### src/rtl/timer_counter_if.sv
// Bus-side interface of the timer: word-select register port plus interrupt line.
interface timer_counter_if;
    logic [1:0]  addr;
    logic        we;
    logic [31:0] din;
    logic [31:0] dout;
    logic        irq;

    // Bridge / CPU side drives the access, reads data and irq back.
    modport master (output addr, output we, output din, input dout, input irq);
    // Timer side.
    modport slave  (input addr, input we, input din, output dout, output irq);
endinterface

### src/rtl/timer_counter.sv
// Memory-mapped countdown timer: CTRL/PRESET/COUNT registers, four-state
// control FSM, one-shot (latched irq) or periodic (one-cycle pulse) expiry.
module timer_counter (
    input  logic            clk,
    input  logic            reset,
    timer_counter_if.slave  bus
);
    typedef enum logic [1:0] {IDLE, LOAD, CNT, INT} state_t;

    localparam logic [1:0] A_CTRL   = 2'd0;
    localparam logic [1:0] A_PRESET = 2'd1;
    localparam logic [1:0] A_COUNT  = 2'd2;

    state_t      state_q, state_d;
    logic [3:0]  ctrl_q, ctrl_d;      // {IM, Mode[1:0], En}
    logic [31:0] preset_q, preset_d;
    logic [31:0] count_q, count_d;
    logic        flag_q, flag_d;

    logic        wr_ctrl, wr_preset;
    logic        en, periodic;
    logic [31:0] rd_data;

    assign wr_ctrl   = bus.we && (bus.addr == A_CTRL);
    assign wr_preset = bus.we && (bus.addr == A_PRESET);
    assign en        = ctrl_q[0];
    assign periodic  = (ctrl_q[2:1] == 2'b01);

    // FSM next state and register updates; CPU writes are applied last so
    // they win over same-edge FSM updates to CTRL.En and irq_flag.
    always_comb begin
        state_d  = state_q;
        ctrl_d   = ctrl_q;
        preset_d = preset_q;
        count_d  = count_q;
        flag_d   = flag_q;

        case (state_q)
            IDLE: begin
                if (en) state_d = LOAD;
            end
            LOAD: begin
                count_d = preset_q;
                state_d = CNT;
            end
            CNT: begin
                if (!en) begin
                    state_d = IDLE;
                end else if (count_q > 32'd1) begin
                    count_d = count_q - 32'd1;
                end else begin
                    // 0 and 1 both expire, so PRESET=0 acts like PRESET=1
                    count_d = '0;
                    flag_d  = 1'b1;
                    state_d = INT;
                end
            end
            INT: begin
                if (periodic) begin
                    flag_d  = 1'b0;
                    state_d = LOAD;
                end else begin
                    ctrl_d[0] = 1'b0;
                    state_d   = IDLE;
                end
            end
            default: state_d = IDLE;
        endcase

        if (wr_ctrl)   ctrl_d   = bus.din[3:0];
        if (wr_preset) preset_d = bus.din;
        // Any CTRL/PRESET write acknowledges the interrupt.
        if (wr_ctrl || wr_preset) flag_d = 1'b0;
    end

    // State and register storage, cleared asynchronously.
    always_ff @(posedge clk or negedge reset) begin
        if (!reset) begin
            state_q  <= IDLE;
            ctrl_q   <= '0;
            preset_q <= '0;
            count_q  <= '0;
            flag_q   <= 1'b0;
        end else begin
            state_q  <= state_d;
            ctrl_q   <= ctrl_d;
            preset_q <= preset_d;
            count_q  <= count_d;
            flag_q   <= flag_d;
        end
    end

    // Zero-latency read mux; unused CTRL bits and addr 3 read as zero.
    always_comb begin
        rd_data = '0;
        case (bus.addr)
            A_CTRL:   rd_data = {28'd0, ctrl_q};
            A_PRESET: rd_data = preset_q;
            A_COUNT:  rd_data = count_q;
            default:  rd_data = '0;
        endcase
    end

    assign bus.dout = rd_data;
    assign bus.irq  = flag_q & ctrl_q[3];

endmodule

### src/flat_wrapper.sv
// flat-port wrapper written by rule: the top's interface ports become plain ports
module timer_counter_flat 
  (clk, reset, bus_addr, bus_we, bus_din, bus_dout, bus_irq);
  timer_counter_if bus_i ();
  input  logic clk;
  input  logic reset;
  input wire logic [$bits(bus_i.addr)-1:0] bus_addr;
  input wire logic [$bits(bus_i.we)-1:0] bus_we;
  input wire logic [$bits(bus_i.din)-1:0] bus_din;
  output wire logic [$bits(bus_i.dout)-1:0] bus_dout;
  output wire logic [$bits(bus_i.irq)-1:0] bus_irq;
  assign bus_i.addr = bus_addr;
  assign bus_i.we = bus_we;
  assign bus_i.din = bus_din;
  assign bus_dout = bus_i.dout;
  assign bus_irq = bus_i.irq;
  timer_counter u_core (.clk(clk), .reset(reset), .bus(bus_i));
endmodule
### config.mk
export PLATFORM = sky130hd
export DESIGN_NAME = timer_counter_flat
export DESIGN_NICKNAME = d
export VERILOG_FILES = /design/src/rtl/timer_counter_if.sv /design/src/rtl/timer_counter.sv /design/src/flat_wrapper.sv
export SDC_FILE = /design/constraint.sdc
export NUM_CORES = 1
export LEC_CHECK = 0
export ABC_AREA = 1
export BUFFER_PORTS_ARGS = -buffer_cell sky130_fd_sc_hd__clkbuf_2
export CORE_MARGIN = 10
export CORE_UTILIZATION = 52
export DETAILED_ROUTE_END_ITERATION = 6
export PLACE_DENSITY_LB_ADDON = 0.12
export SLEW_MARGIN = 20
export SYNTH_ARGS = -nofsm -noshare
export SYNTH_HDL_FRONTEND = slang
export SYNTH_SLANG_ARGS = --single-unit
### constraint.sdc
create_clock -name clk -period 1.6 [get_ports clk]
set_clock_uncertainty 0.05 [all_clocks]
set_input_delay 0.32 -clock clk [delete_from_list [all_inputs] [get_ports clk]]
set_output_delay 0.32 -clock clk [all_outputs]
set_load 0.05 [all_outputs]
# == Word-level counts from Yosys, hierarchy flattened ==
# Index checks and enable logic that the tools add are counted.
# totals
mem_bits_ro,0
latch_bits,0
n_memories,0
ram_bits,0
reg_bits,71
in_bits,37
wordCells,51
# classes
mux,17
eq_ne,13
div_mod_pow,0
add_sub_neg,1
reduce_logical,12
shifts,0
magnitude_cmp,1
mul,0
n_bitwise,1
# op_table
cell,n
32-bit case mux with 3 select lines,1
32-bit two-way mux,2
32-bit case mux with 2 select lines,1
"32-bit by 1-bit > comparator with 1-bit output, second input constant",1
"32-bit by 1-bit subtractor with 32-bit output, second input constant",1
1-bit two-way mux,8
2-bit case mux with 4 select lines,1
"2-bit by 1-bit equality test with 1-bit output, second input constant",3
"2-bit equality test, second input constant",3
2-bit two-way mux,3
"2-bit by 1-bit inequality test with 1-bit output, second input constant",3
"3-bit by 1-bit inequality test with 1-bit output, second input constant",2
"3-bit inequality test, second input constant",2
2-bit AND reduction,3
2-bit zero test,2
4-bit AND reduction,1
2-bit nonzero test,2
3-bit nonzero test,1
1-bit logical AND,2
1-bit case mux with 2 select lines,1
1-bit AND,1
1-bit logical OR,1

# == Longest topological paths before layout ==
# Gate-level depths: netlist (run 1).
# depth
word_depth,5
depth_mapped,12

# == Worst setup path after synthesis (run 1) ==
# Ideal clock, no wire load.
# synth_timing
path_type,input to output
startpoint,in bus_addr[0]
endpoint,out bus_dout[18]
path_buffers,1
arrival_time_ps,1823
slack_ps,-593
required_time_ps,1230
stages,4
cell_sequence,inv_1 > nand2_1 > clkbuf_1 > o21ai_0
# synth_via
elab_chain_len,2
# synth_rtl
element,line,rtl
from (decl),flat_wrapper.sv:7,input wire logic [$bits(bus_i.addr)-1:0] bus_addr;
"2-bit equality test, or another cell as far along",timer_counter.sv:96,case (bus.addr)
32-bit case mux with 3 select lines *,timer_counter.sv:96,
to (decl),flat_wrapper.sv:10,output wire logic [$bits(bus_i.dout)-1:0] bus_dout;
# Every way passes the cells marked *; elsewhere a longest branch is shown, timed or not.

# == Final worst setup path (run 1) ==
# layout_timing
startpoint,reg u_core.count_q[4]
endpoint,reg u_core.count_q[10]
# layout_via
elab_chain_len,4
# layout_rtl
element,line,rtl
from (decl),timer_counter.sv:17,"logic [31:0] count_q, count_d;"
from (signal assigned),timer_counter.sv:88,count_q <= count_d;
32-bit by 1-bit subtractor with 32-bit output / 32-bit by 1-bit > comparator with 1-bit output (equally long branches),"timer_counter.sv:50, timer_counter.sv:49",
32-bit two-way mux *,timer_counter.sv:49,end else if (count_q > 32'd1) begin
32-bit two-way mux *,timer_counter.sv:47,if (!en) begin
32-bit case mux with 2 select lines *,timer_counter.sv:38,case (state_q)
# Every way passes the cells marked *; elsewhere a longest branch is shown, timed or not. The select of a mux whose other input is x is not followed.
# A chain may end at the register's enable or synchronous reset.

==> results of run 1 <==
worst max-delay path: stages, from the launching register on:
cell and delay [ns]:
dfrtp_1 0.46, nor2_2 0.18, nand2_2 0.12, nor2_2 0.16
nand2_2 0.10, nand2_4 0.10, a21oi_4 0.07, buf_6 0.14
buf_12 0.14, nand2_1 0.06, nand2_1 0.09, nand2_1 0.11
nand2_1 0.09
logic make-up after synthesis:
kind of cell / Yosys count / share of synthesized area
AND/OR/NAND/NOR: 274 / 0.2782
buffers and inverters: 84 / 0.07845
adder cells (fa/ha/maj): 2 / 0.005746
multiplexers: 22 / 0.05690
XOR/XNOR: 9 / 0.01810
flip-flops: 71 / 0.4080
AO/OA/AOI/OAI: 125 / 0.1546
cell type report:
type	instances	share of cell area
clock buffers	9	0.01597
well taps	105	0.01694
inverters	64	0.03403
diodes	1	0.0003226
multi-input cells	432	0.3984
clock inverters	7	0.009516
repair buffers	210	0.2950
flip-flops and latches	71	0.2298
flip-flops by register name, summed over array words and instances (netlist names):
name	cells
u_core.state_q	2
u_core.preset_q	32
u_core.flag_q	1
u_core.count_q	32
u_core.ctrl_q	4
synth_stat cells (2+ instances only):
cell type,count
a21oi_1,58
buf_1,2
buf_2,6
buf_6,2
clkbuf_1,9
dfrtp_1,71
ha_1,2
inv_1,53
inv_2,10
mux2_2,22
nand2_1,128
nand2_2,3
nand2_4,3
nand3_1,19
nand3_2,10
nand4_1,3
nor2_1,92
nor2_2,6
nor2_4,5
nor3_1,5
o21a_1,3
o21ai_0,42
o21ai_1,9
o221ai_1,3
o22ai_1,6
xor2_1,9
layer usage:
layer	part of all wire	wire length, µm	GRT usage	vias up
met5	0	0	0	-
met4	0.10	2377	0.1328	0
met3	0.12	2913	0.05421	287
met2	0.46	10660	0.4205	696
met1	0.32	7400	0.2861	2771
li1	-	-	-	2315
per-stage QoR:
| stage | instances | total power (µW) | utilization | hold WS [ns] | setup slack, ns |
|---|---|---|---|---|---|
| 2_1_floorplan | 587 | 5993 | - | -0.02559 | -0.2134 |
| 3_3_place_gp | 834 | 8648 | 0.7475 | 0.3290 | -0.09874 |
| 3_5_place_dp | 834 | 8847 | 0.7475 | 0.3343 | -0.1354 |
| 4_1_cts | 878 | 11500 | 0.8623 | 0.1359 | -0.1621 |
| 5_1_grt | 898 | 13690 | 0.9486 | 0.1347 | -0.4800 |
| 6_report | 899 | 13380 | 0.9489 | 0.1206 | -0.3810 |
power by group through the flow:
stage	registers (µW)	logic [µW]	clock network [µW]
2_1_floorplan	2900	3090	0
3_3_place_gp	2860	5790	0
3_5_place_dp	2890	5960	0
4_1_cts	2900	7130	1480
5_1_grt	3140	8950	1600
6_report	3140	8670	1570
worst paths after layout:
check / startpoint / endpoint / depth (start not counted)
max: u_core.count_q[4] / u_core.count_q[10] / 12
min: bus_din[4] / u_core.preset_q[4] / 2
max reg2reg: u_core.count_q[4] / u_core.count_q[10] / 12
min reg2reg: u_core.preset_q[0] / u_core.preset_q[0] / 2
max in group asynchronous: reset / u_core.state_q[1] / 3
min in group asynchronous: reset / u_core.preset_q[8] / 3
what timing repair did:
action,in CTS,in global routing
pin swaps,37,21
gates cloned,4,5
endpoints found under the setup margin,61,67
resized for setup,137,116
buffers inserted,23,17
hold endpoints to repair,71,0
hold buffers,1,0
==> flow_summary.toml, run 1 <==
[clock_tree]
cts_buffers = 9
clockBufferDepth = 2
cts.clk_slew.worst_paths_ns = 0.10
clk_latency_ns = 0.38
root_buffer = "clkbuf_8"
htree_levels = 3
cts_tree = "built"
clock_sinks = 71

[power_and_ir_drop]
power.switching_uw = 6557
clock_power_share = 0.118
power_density_nw_per_um2 = 1725
seq_power_share = 0.235
comb_power_share = 0.648
leakage_uw = 0.003572
p_int_uw = 6822
switching_share = 0.4901
vdd_drop_max_uv = 1051

[logic_synthesis]
synth_edf_count = 0
async_flop_share = 1.000
synth_cell_types = 32
synth_seq_cells = 71
yosys.area.top_type_share = 0.4080
synthFlopType = "dfrtp_1"
ys_top_cells_by_area = "dfrtp_1 (41%), nand2_1 (11%), nor2_1 (7.9%), a21oi_1 (6.7%), mux2_2 (5.7%)"
netlist_instances = 587
avgSynthCellArea_um2 = 7.418
syn_area_um2 = 4354
synth_area_leader_cell = "dfrtp_1"
yosys_warnings = 0
synth_fp_nets = 626
ys_seq_area_frac = 0.4080

[setup_path]
path_class = "register to register"
cp.required_ns = 1.81
cp.arrival_ns = 2.19
cp-start-kind = "register"
cp_max_fo = 6
rrSetupSlack_ns = -0.38
worstSetupEndpointType = "register"

[detailed_routing]
remaining_drc_errors = 0
vias = 6069
dr.pass1.iters = 6
wl_um = 23360
drt_iter0_drc = 669
viasPerCell = 6.751
wl_per_cell_um = 25.98
drtAntennaViolNets = 0

[sta]
slew_headroom = 0.7059
min_period_over_period = 1.238
final-setup-viol-count = 66
setup_slack_ns = -0.3810
max_freq_ghz = 0.5048
finalSetupTns_ns = -13.87
hold_violations = 0
tightest_slew_ns = 0.4396
drv_slew = 0
fin_crit_ns = 1.981
rsz0062_at_grt = "yes"

[cells_and_area]
drive_above_1_share = 0.5410
layout_commonest_cell = "buf_4"
layout.nets = 827
multi_input_area_um2 = 3090
fill_cells = 212
layout.cell_area.non_filler_um2 = 7757
regArea_um2 = 1783
syn_to_final_growth_pct = 78.16
final_cell_mix = "buf_4 (90), nand2_1 (89), nor2_1 (76)"

[grt]
grt_pass1_wl_um = 25830
grt_max_degree = 72
gr-total-overflow = 0
antenna_found_initial = 1
grt_pass1_vias = 5179
grt_use_total = 0.2480

[die]
row_count = 33
ios = 70
die_x_um = 111.5
die_y_um = 111.5
start_util = 0.5326
core_um2 = 8175
die_area_um2 = 12430

[placement]
io_buffers = 69
dp_hpwl_um = 10520
placed_area_um2 = 6111
place.gp.congestion = 0.9264

[status]
status = "finished with violations"
violations = "setup timing"

[min_path]
min_path_type = "input pin to register"

[flow_run]
maxCapViolations = 0
Power figures use the tool's default switching activity.
==> run 2, diff against run 1 <==
Settings changed: BUFFER_PORTS_ARGS -buffer_cell sky130_fd_sc_hd__clkbuf_2 to default, CORE_UTILIZATION 52 to 58, DONT_BUFFER_PORTS from default to 1.
==> flow_summary.toml, run 2 (synthesis gave the netlist of run 1 again) <==
[min_path]
min_path_type = "input pin to async pin"

[cells_and_area]
antenna-diode-count = 0
layout_top_registers = "u_core.count_q: 32 flops, u_core.preset_q: 32 flops, u_core.ctrl_q: 4 flops"
drive_above_1_share = 0.4804
syn_to_final_growth_pct = 54.05
final_cell_mix = "nand2_1 (116), buf_4 (88), nor2_1 (75)"
fill_cells = 274
layout_commonest_cell = "nand2_1"
fin_util = 0.9199
layout.cell_area.non_filler_um2 = 6708
layout.nets = 774

[grt]
grt_max_degree = 72
antenna_found_initial = 0
gr-total-overflow = 0
grt_use_total = 0.2679
grt_pass1_wl_um = 24770
grt_pass1_vias = 5066

[setup_path]
path_class = "register to register"
cp-start-kind = "register"
slowest_delay_ns = 0.42
crit_family = "simple AND/OR/NAND/NOR gates"
cp_max_fo = 2
cpMaxStageDelayCell = "dfrtp_1"
cp_num_buf_inv = 1
cp.arrival_ns = 2.19
crit_cells = 9
worstSetupEndpointType = "register"
crit_top_cell = "nand2_1"
ff2ff_path_depth = 9
cp.required_ns = 1.81
worstPathCellList = "nor2_1 > buf_4 > nand2_1 > nor2_1 > nand3_1 > o21ai_0 > nand2_1 > nand2_1 > a21oi_1"

[sta]
tightest_slew_ns = 0.4309
min_period_over_period = 1.239
slew_headroom = 0.7125
finalSetupTns_ns = -8.855
fin_crit_ns = 1.983
rsz0062_at_grt = "yes"
whs_ns = -0.4254
hold_violations = 71
drv_slew = 0
max_freq_ghz = 0.5044
final-setup-viol-count = 63
setup_slack_ns = -0.3827

[die]
start_util = 0.5971
die_area_um2 = 11370
row_count = 31
core_um2 = 7292
die_y_um = 106.6
ios = 70
die_x_um = 106.6

[status]
status = "finished with violations"
violations = "hold timing, setup timing"

[clock_tree]
cts_tree = "built"
clk_latency_ns = 0.38
root_buffer = "clkbuf_8"
clockBufferDepth = 2
htree_levels = 3
cts.clk_slew.worst_paths_ns = 0.09
clock_sinks = 71
cts_buffers = 9

[detailed_routing]
wl_um = 20390
drt_iter0_drc = 760
drtAntennaViolNets = 0
wl_per_cell_um = 24.33
vias = 5664
remaining_drc_errors = 0
dr.pass1.iters = 7
viasPerCell = 6.759

[power_and_ir_drop]
comb_power_share = 0.634
vdd_drop_max_uv = 1148
seq_power_share = 0.246
clock_power_share = 0.120
power_density_nw_per_um2 = 1888
power.switching_uw = 6087
switching_share = 0.4806
leakage_uw = 0.002985
p_int_uw = 6578

[placement]
io_buffers = 0
place.gp.congestion = 0.9759
placed_area_um2 = 5458
dp_slack_ns = -0.1287
dp_hpwl_um = 10010

[flow_run]
maxCapViolations = 0
## run 2: cell types whose count changed in the layout (fill, tap and decap cells not counted), sizes merged
cell and delta:
clkinvlp -2, diode -1, buf -14, clkbuf -37
dlygate4sd3 -1
## run 2: layout make-up
class	instances	area, µm²	area share
sequential	71	1787	0.2664
tap	99	123.9	0.01847
clock buffer	10	137.6	0.02052
timing repair buffer	157	1545	0.2304
clock inverter	5	58.81	0.008767
inverter	64	281.5	0.04197
multi-input combinational	432	2774	0.4135
## run 2: stage by stage
stage	hold slack [ns]	power, µW	instances
finish	-0.4254	12660	838
CTS	-0.4123	10780	819
global placement	-0.02265	8057	783
detailed placement	-0.02322	8272	783
floorplan	-0.02559	5993	587
global route	-0.4365	12990	838
## run 2: path summary, 6_finish.rpt
path                                     from             endpoint  slack, ns
setup / recovery           u_core.count_q[21]   u_core.count_q[30]      -0.38
hold / removal                          reset   u_core.preset_q[6]      -0.43
setup reg to reg           u_core.count_q[21]   u_core.count_q[30]      -0.38
hold reg to reg            u_core.preset_q[2]   u_core.preset_q[2]       0.44
max in group asynchronous               reset        u_core.flag_q       1.79
min in group clk                  bus_din[14]  u_core.preset_q[14]       0.03
## run 2: repair_timing
| action | CTS | global route |
|---|---|---|
| cloned | 2 | 0 |
| endpoints found under the hold margin | 71 | 71 |
| buffers inserted | 19 | 22 |
| gates resized for setup | 102 | 115 |
| pin swaps | 31 | 40 |
| endpoints found under the setup margin | 60 | 66 |
## run 2: metal layers
metal | up-vias | track usage | share of wire
met3 | 220 | 0.07066 | 0.12
met5 | - | 0 | 0
met4 | 0 | 0.1180 | 0.080
met1 | 2633 | 0.3077 | 0.33
li1 | 2206 | - | -
met2 | 605 | 0.4592 | 0.46
## run 2: power groups by stage
stage | registers (µW) | clock network [µW] | logic (µW)
2_1_floorplan | 2900 | 0 | 3090
3_3_place_gp | 2860 | 0 | 5200
3_5_place_dp | 2880 | 0 | 5390
4_1_cts | 2880 | 1470 | 6420
5_1_grt | 3120 | 1560 | 8310
6_report | 3110 | 1520 | 8030
==> run 3, diff against run 2 <==
Settings changed: SETUP_SLACK_MARGIN from default to 0.1.
==> flow_summary.toml, run 3 (synthesis gave the netlist of run 1 again) <==
[die]
ios = 70
core_um2 = 7292
row_count = 31
die_x_um = 106.6
die_y_um = 106.6
die_area_um2 = 11370
start_util = 0.5971

[detailed_routing]
wl_um = 26360
dr.pass1.iters = 7
met2_length_um = 10920
routed-wl-met3_um = 4499
drt_iter0_drc = 1277
wl_per_cell_um = 31.26
viasPerCell = 7.316
vias = 6167
wl_met1_um = 8048
highest_layer = "met4"
remaining_drc_errors = 95
drtAntennaViolNets = 0

[setup_path]
cp-start-kind = "register"
rrSetupSlack_ns = -0.80
path_class = "register to register"
cp_max_fo = 5
cp-startpoint = "u_core.count_q[19]"
cpMaxStageDelayCell = "dfrtp_1"
worstSetupEndpointType = "register"
crit_top_cell = "nand2_1"
cp.required_ns = 1.81
worstPathCellList = "nor2_2 > nand4_1 > nor2_4 > nand2_1 > nand2_4 > o21ai_0 > nand2_1 > nand2_1"
timing.rr.start = "u_core.count_q[19]"
cp.arrival_ns = 2.62
slowest_delay_ns = 0.44

[sta]
min_period_over_period = 1.501
whs_ns = -0.4136
final-setup-viol-count = 63
hold_violations = 71
fin_crit_ns = 2.402
tightest_slew_ns = 0.5628
setup_slack_ns = -0.8019
max_freq_ghz = 0.4163
drv_slew = 0
slew_headroom = 0.6208
rsz0062_at_grt = "yes"

[clock_tree]
root_buffer = "clkbuf_8"
clockBufferDepth = 2
clk_latency_ns = 0.38
cts_tree = "built"
htree_levels = 3
clock_sinks = 71
cts_buffers = 9
cts.clk_slew.worst_paths_ns = 0.08

[cells_and_area]
syn_to_final_growth_pct = 61.49
layout_top_registers = "u_core.count_q: 32 flops, u_core.preset_q: 32 flops, u_core.ctrl_q: 4 flops"
layout.nets = 777
layout_commonest_cell = "nand2_1"
final_cell_mix = "nand2_1 (109), buf_4 (86), nor2_1 (63)"
drive_above_1_share = 0.5370

[status]
status = "finished with violations"
violations = "DRC, hold timing, setup timing"

[grt]
grt_use_total = 0.3054
grt_max_degree = 72
antenna_found_initial = 1
gr-total-overflow = 0
grt_pass1_wl_um = 28250
grt_pass1_vias = 5595

[power_and_ir_drop]
power_density_nw_per_um2 = 2042
leakage_uw = 0.003055
vdd_drop_max_uv = 1419

[placement]
io_buffers = 0
place.gp.congestion = 0.9650
dp_slack_ns = -0.1043
dp_hpwl_um = 9642

[min_path]
min_path_type = "input pin to async pin"

[flow_run]
maxCapViolations = 0
-- run 3: repair_timing --
| item | CTS | global route |
|---|---|---|
| cloned | 1 | 2 |
| buffers inserted | 39 | 15 |
| setup endpoints to repair | 66 | 67 |
| gates resized for setup | 141 | 124 |
| endpoints found under the hold margin | 71 | 71 |
| pin swaps | 32 | 28 |
-- run 3: metrics by stage --
step | utilization | total power, µW | cells | cell area, µm² | TNS (ns)
floorplan | - | 6002 | 587 | 4462 | -5.132
global placement | 0.7402 | 7916 | 771 | 5398 | -0.02723
detailed placement | 0.7402 | 8108 | 771 | 5398 | -0.5694
CTS | 0.8777 | 11330 | 827 | 6400 | -1.749
global route | 0.9643 | 14510 | 843 | 7032 | -20.11
finish | 0.9643 | 14360 | 843 | 7032 | -20.42
-- run 3: routing by layer --
metal  global-route usage  vias to the layer above
met1               0.3413                     2788
met5                    0                        -
li1                     -                     2203
met4               0.2012                        0
met3              0.08503                      342
met2               0.5013                      834
-- run 3: cell type report --
cell class | count | area, µm²
tap | 99 | 123.9
antenna | 1 | 2.502
inverter | 64 | 297.8
fill | 148 | 260.3
clock buffer | 11 | 151.4
clock inverter | 5 | 80.08
multi-input combinational | 432 | 2945
sequential | 71 | 1790
timing repair buffer | 160 | 1640
-- run 3: path summary, 6_finish.rpt --
check	end	cells after the start
max in group asynchronous	u_core.count_q[14]	0
max	u_core.count_q[10]	8
min in group clk	u_core.preset_q[21]	1
min	u_core.count_q[6]	0
min reg2reg	u_core.preset_q[7]	1
max reg2reg	u_core.count_q[10]	8
-- run 3: critical path: cells and delay by family (launching register included) --
kind | cells | cell delay (ns)
simple gates | 7 | 1.62
compound gates | 1 | 0.18
flops | 1 | 0.44
-- run 3: report_power, final --
group          switching [µW]  leakage, µW  internal [µW]
registers                 829     0.000813           2420
logic                    5560      0.00213           3760
clock network             826     0.000112            962
total                    7210      0.00306           7150
